<file path="src/rtl/uart_rx_engine.sv">
// UART receive engine: oversampled start detect, 2-of-3 bit voting,
// 5-8 data bits, optional parity, one stop bit, valid/ack output word.
module uart_rx_engine #(
  parameter int SAMPLE      = 16,
  parameter int SYNC_STAGES = 2
) (
  input  logic       clk,
  input  logic       rst,
  input  logic       sample_tick,
  input  logic       rx_en,
  input  logic       rxd,
  input  logic [1:0] data_bits,
  input  logic       parity_en,
  input  logic       parity_odd,
  output logic [7:0] rx_data,
  output logic       rx_valid,
  input  logic       rx_ack,
  output logic       parity_err,
  output logic       frame_err,
  output logic       break_det,
  output logic       overrun,
  output logic       busy
);

  localparam int CW = $clog2(SAMPLE);
  localparam logic [CW-1:0] C_LO  = CW'(SAMPLE / 2 - 1);
  localparam logic [CW-1:0] C_MID = CW'(SAMPLE / 2);
  localparam logic [CW-1:0] C_DEC = CW'(SAMPLE / 2 + 1);
  localparam logic [CW-1:0] C_END = CW'(SAMPLE - 1);

  typedef enum logic [2:0] {
    IDLE,
    START,
    DATA,
    PARITY,
    STOP
  } state_t;

  state_t                 state, state_n;
  logic [SYNC_STAGES-1:0] sync;
  logic                   rxd_s;
  logic [CW-1:0]          cnt, cnt_n;
  logic [2:0]             bitidx, bitidx_n;
  logic [7:0]             shreg, shreg_n;
  logic                   par, par_n;
  logic                   perr, perr_n;
  logic                   zero, zero_n;
  logic [1:0]             votes;
  logic                   maj, dec, wrap, load;
  logic [2:0]             last;

  assign rxd_s = sync[SYNC_STAGES-1];
  assign dec   = sample_tick && (cnt == C_DEC);
  assign wrap  = sample_tick && (cnt == C_END);
  assign maj   = (votes[0] & votes[1]) | (votes[0] & rxd_s) |
                 (votes[1] & rxd_s);
  assign last  = {1'b0, data_bits} + 3'd4;
  assign busy  = (state != IDLE);

  always_ff @(posedge clk) begin
    if (rst) sync <= '1;
    else     sync <= {sync[SYNC_STAGES-2:0], rxd};
  end

  always_ff @(posedge clk) begin
    if (rst) begin
      state  <= IDLE;
      cnt    <= '0;
      bitidx <= '0;
      shreg  <= '0;
      par    <= 1'b0;
      perr   <= 1'b0;
      zero   <= 1'b0;
      votes  <= '0;
    end else begin
      state  <= state_n;
      cnt    <= cnt_n;
      bitidx <= bitidx_n;
      shreg  <= shreg_n;
      par    <= par_n;
      perr   <= perr_n;
      zero   <= zero_n;
      if (sample_tick && cnt == C_LO)  votes[0] <= rxd_s;
      if (sample_tick && cnt == C_MID) votes[1] <= rxd_s;
    end
  end

  always_comb begin
    state_n  = state;
    cnt_n    = cnt;
    bitidx_n = bitidx;
    shreg_n  = shreg;
    par_n    = par;
    perr_n   = perr;
    zero_n   = zero;
    load     = 1'b0;
    if (sample_tick && state != IDLE)
      cnt_n = (cnt == C_END) ? '0 : cnt + CW'(1);
    unique case (state)
      IDLE: begin
        // the detecting tick is cnt 0, so the next tick is cnt 1
        if (sample_tick && rx_en && !rxd_s) begin
          state_n  = START;
          cnt_n    = CW'(1);
          bitidx_n = '0;
          shreg_n  = '0;
          par_n    = 1'b0;
          perr_n   = 1'b0;
          zero_n   = 1'b1;
        end
      end
      START: begin
        if (dec && maj) begin
          state_n = IDLE;
          cnt_n   = '0;
        end else if (wrap) begin
          state_n  = DATA;
          bitidx_n = '0;
        end
      end
      DATA: begin
        if (dec) begin
          shreg_n[bitidx] = maj;
          par_n           = par ^ maj;
          if (maj) zero_n = 1'b0;
        end
        if (wrap) begin
          if (bitidx == last)
            state_n = parity_en ? PARITY : STOP;
          else
            bitidx_n = bitidx + 3'd1;
        end
      end
      PARITY: begin
        if (dec) begin
          perr_n = ((par ^ maj) != parity_odd);
          if (maj) zero_n = 1'b0;
        end
        if (wrap) state_n = STOP;
      end
      STOP: begin
        // leave before the wrap so an early next start edge is caught
        if (dec) begin
          load    = 1'b1;
          state_n = IDLE;
          cnt_n   = '0;
        end
      end
      default: state_n = IDLE;
    endcase
    if (!rx_en) begin
      state_n = IDLE;
      cnt_n   = '0;
      load    = 1'b0;
    end
  end

  always_ff @(posedge clk) begin
    if (rst) begin
      rx_data    <= '0;
      rx_valid   <= 1'b0;
      parity_err <= 1'b0;
      frame_err  <= 1'b0;
      break_det  <= 1'b0;
      overrun    <= 1'b0;
    end else if (load) begin
      rx_data    <= shreg;
      rx_valid   <= 1'b1;
      parity_err <= perr;
      frame_err  <= !maj;
      break_det  <= zero & !maj;
      if (rx_valid && !rx_ack) overrun <= 1'b1;
      else if (rx_ack)         overrun <= 1'b0;
    end else if (rx_ack && rx_valid) begin
      rx_valid <= 1'b0;
      overrun  <= 1'b0;
    end
  end

endmodule

</file>
<file path="config.mk">
export PLATFORM = sky130hd
export DESIGN_NAME = uart_rx_engine
export DESIGN_NICKNAME = d
export VERILOG_FILES = /design/src/rtl/uart_rx_engine.sv
export SDC_FILE = /design/constraint.sdc
export NUM_CORES = 1
export LEC_CHECK = 0
export CORE_ASPECT_RATIO = 1.1
export CORE_MARGIN = 2
export CORE_UTILIZATION = 40
export DETAILED_ROUTE_END_ITERATION = 8
export GPL_ROUTABILITY_DRIVEN = 0
export HOLD_SLACK_MARGIN = 0.06
export PLACE_DENSITY_LB_ADDON = 0.2
export REMOVE_ABC_BUFFERS = 1
export SYNTH_ARGS = -nofsm -noshare
export SYNTH_HDL_FRONTEND = slang
export SYNTH_SLANG_ARGS = --single-unit
export TNS_END_PERCENT = 20
</file>
<file path="constraint.sdc">
create_clock -name clk -period 3.5 [get_ports clk]
set_input_delay 0.35 -clock clk [delete_from_list [all_inputs] [get_ports clk]]
set_output_delay 0.35 -clock clk [all_outputs]
set_load 0.005 [all_outputs]
</file>
==> impl_metrics.env <==
export IMPL_setup_slack_ns=1.300
export IMPL_outcome="completed"
export IMPL_synth_distinct_cells=56
export IMPL_drc=0
export IMPL_dr_pass1_iters=4
export IMPL_cts_buffers=5
export IMPL_initial_utilization=0.4225
export IMPL_critPathLaunchType="input pin"
export IMPL_cts_buffer_depth=2
export IMPL_clkLatencyLatePin_ns=0.29
export IMPL_dp_hpwl_mm=3.227
export IMPL_hold_depth=1
export IMPL_p_leak_nw=0.7639
export IMPL_clock_sinks=38
export IMPL_antenna_found_initial=0
export IMPL_drt_total_wl_mm=4.492
export IMPL_die_height_um=78.04
export IMPL_finalSetupViolCount=0
export IMPL_post_cts_setup_buffer_count=0
export IMPL_p_int_mw=0.6655
export IMPL_drtAntennaViolNets=0
export IMPL_gr_total_overflow=0
export IMPL_drv_cap=0
export IMPL_fmax_mhz=454.5
export IMPL_hp_class="reg -> reg"
export IMPL_reg2reg_depth=3
export IMPL_synth_ff_type="dfxtp_1"
export IMPL_final_area_um2=2351
export IMPL_htree_levels=2
export IMPL_synth_edf_count=0
export IMPL_rsz0062_at_grt="false"
export IMPL_holdBufCountCts=0
export IMPL_period_needed_ns=2.200
export IMPL_yosys_warnings=0
export IMPL_tritoncts="built"
export IMPL_clk_pin_slew_ns=0.08
export IMPL_ys_async_sr_fraction=0
export IMPL_drv_slew=0
export IMPL_synth_area_um2=1993
export IMPL_fin_util=0.4984
export IMPL_first_iter_violations=171
export IMPL_slew_headroom=0.6395
export IMPL_yosysTopAreaCell="dfxtp_1"
export IMPL_cp_slowest_cell="clkdlybuf4s50_1"
export IMPL_finalHoldViolCount=0
export IMPL_die_x_um=71.31
export IMPL_ys_ff_latch=38
export IMPL_tightest_slew_ns=0.5400
export IMPL_num_rows=26
export IMPL_wl_per_cell_um=14.92
export IMPL_via_per_inst=5.728
export IMPL_finalSetupTns_ns=0
export IMPL_vdd_ir_drop_max_uv=260.7
export IMPL_seqPwrFrac=0.519
export IMPL_drive_gt1_frac=0.08571
export IMPL_netlist_instances=225
export IMPL_cp_top_family="buffers and inverters"
export IMPL_worstPathRequired_ns=3.67
export IMPL_cts_resized=0
export IMPL_cp_slowest_stage_delay_ns=0.69
export IMPL_portBuffers=23
export IMPL_worstSetupPathType="in -> reg"
export IMPL_synth_top_area_frac=0.3817
export IMPL_skew_ns=0.007989
export IMPL_cts_root_buf="clkbuf_8"
export IMPL_vias=1724
export IMPL_grt_pass1_wl_mm=7.624
export IMPL_switchingPower_mw=0.1749
export IMPL_path_cells="clkdlybuf4s50_1, nand4b_1, nor3_4, buf_4, mux2i_1, nor2_1"
export IMPL_final_period_utilization=0.6287
export IMPL_grt_max_degree=17
export IMPL_yosysSeqAreaShare=0.3817
export IMPL_io_pins=24
export IMPL_grt_pass1_vias=1587
export IMPL_synth_area_top_cells="dfxtp_1 38%, mux2i_1 6.0%, a21oi_1 3.8%"
export IMPL_crit_fanout=12
export IMPL_swShare=0.2081
export IMPL_power_frac_comb=0.045
export IMPL_clockPowerShare=0.436
export IMPL_area_growth_pct=17.95
export IMPL_core_um2=4717
export IMPL_placed_area_um2=2245
export IMPL_dpl_worst_slack_ns=0.9876
export IMPL_grt_usage=0.1735
export IMPL_end_kind="flop"
export IMPL_nFillCells=456
export IMPL_crit_cells=6
export IMPL_floorplan_die_area_um2=5564
export IMPL_diodes=0
export IMPL_final_nets=258
export IMPL_critPathBufInv=2
export IMPL_arrival_ns=2.37
export IMPL_syn_avg_cell_area_um2=8.858
export IMPL_power_density_nw_per_um2=357.4
power groups by stage:
stage,clock [mW],combinational (mW),sequential (mW)
5_1_grt,0.397,0.0417,0.436
3_3_place_gp,0,0.0380,0.446
2_1_floorplan,0,0.0143,0.445
4_1_cts,0.381,0.0381,0.436
3_5_place_dp,0,0.0379,0.446
6_report,0.366,0.0380,0.436
worst paths after layout:
path / from / slack (ns) / to
worst max-delay path: sample_tick / 1.30 / parity_err
worst min-delay path: sync[0] / 0.41 / sync[1]
worst max register to register: state[1] / 1.50 / shreg[1]
worst min register to register: sync[0] / 0.41 / sync[1]
per-layer routing:
metal	vias up	wire length (um)	global-route usage
met5	-	0	0
met4	0	68	0.06415
met3	8	166	0.04493
met2	34	2008	0.2574
met1	823	2248	0.2410
li1	859	-	-
cell usage in the layout, fill, tap and decap left out, types with 2 or more instances in the layout:
| master | Yosys | final |
|---|---|---|
| or2_2 | 2 | 2 |
| nor3_1 | 4 | 4 |
| a21oi_1 | 15 | 15 |
| a32o_1 | 2 | 2 |
| o32ai_2 | 2 | 2 |
| a311oi_1 | 2 | 2 |
| nand3_1 | 10 | 10 |
| nor3b_1 | 2 | 2 |
| o21ai_1 | 5 | 5 |
| clkbuf_8 | 0 | 5 |
| nor2b_1 | 8 | 8 |
| nand3b_1 | 3 | 3 |
| nand4b_1 | 4 | 4 |
| o32ai_1 | 3 | 3 |
| mux2i_1 | 12 | 12 |
| nand2b_1 | 5 | 5 |
| or3_1 | 2 | 2 |
| dfxtp_1 | 38 | 38 |
| ha_1 | 4 | 4 |
| clkdlybuf4s50_1 | 0 | 23 |
| xnor2_1 | 5 | 5 |
| buf_4 | 1 | 4 |
| nand4_1 | 4 | 4 |
| a32oi_1 | 2 | 2 |
| and3_1 | 2 | 2 |
| nor2_1 | 20 | 20 |
| o21ai_0 | 6 | 6 |
| inv_1 | 7 | 7 |
| clkbuf_1 | 9 | 2 |
| o211ai_1 | 3 | 3 |
| o21a_1 | 3 | 3 |
| nand2_1 | 11 | 11 |
flip-flops by register name (all words and copies together) (netlist names):
| register | count |
|---|---|
| rx_data | 8 |
| shreg | 8 |
| cnt | 4 |
| bitidx | 3 |
| state | 3 |
| sync | 2 |
| votes | 2 |
| break_det | 1 |
| frame_err | 1 |
| overrun | 1 |
| par | 1 |
| parity_err | 1 |
| perr | 1 |
| rx_valid | 1 |
| zero | 1 |
metrics by stage:
| stage | std cells | hold slack, ns | power [mW] |
|---|---|---|---|
| after CTS | 301 | 0.4135 | 0.8548 |
| after floorplan | 210 | 0.3895 | 0.4597 |
| after detailed placement | 293 | 0.3966 | 0.4840 |
| final | 301 | 0.4110 | 0.8403 |
| after global routing | 301 | 0.4514 | 0.8748 |
| after global placement | 293 | 0.3926 | 0.4840 |
logic make-up after synthesis:
kind of cell    after synthesis  share of synthesized area
mux                          12                    0.06027
flops                        38                     0.3817
buf+inv                      23                    0.05461
fa+ha+maj                     5                    0.03013
simple gates                 88                     0.2580
compound gates               53                     0.1890
xor+xnor                      6                    0.02637
area by class of cell:
cell class / count / area [um2] / share of cell area
clock buffers: 7 / 76.32 / 0.03246
flip-flops and latches: 38 / 760.7 / 0.3236
multi-input cells: 164 / 1124 / 0.4779
clock inverters: 1 / 30.03 / 0.01277
inverters: 8 / 30.03 / 0.01277
well taps: 56 / 70.07 / 0.02980
repair buffers: 27 / 260.3 / 0.1107
Yosys cell counts, types with 5 or more instances:
| cell type | instances |
|---|---|
| dfxtp_1 | 38 |
| nor2_1 | 20 |
| a21oi_1 | 15 |
| mux2i_1 | 12 |
| nand2_1 | 11 |
| nand3_1 | 10 |
| clkbuf_1 | 9 |
| nor2b_1 | 8 |
| inv_1 | 7 |
| o21ai_0 | 6 |
| nand2b_1 | 5 |
| o21ai_1 | 5 |
| xnor2_1 | 5 |
No activity file was read; power rests on OpenSTA's default activity.
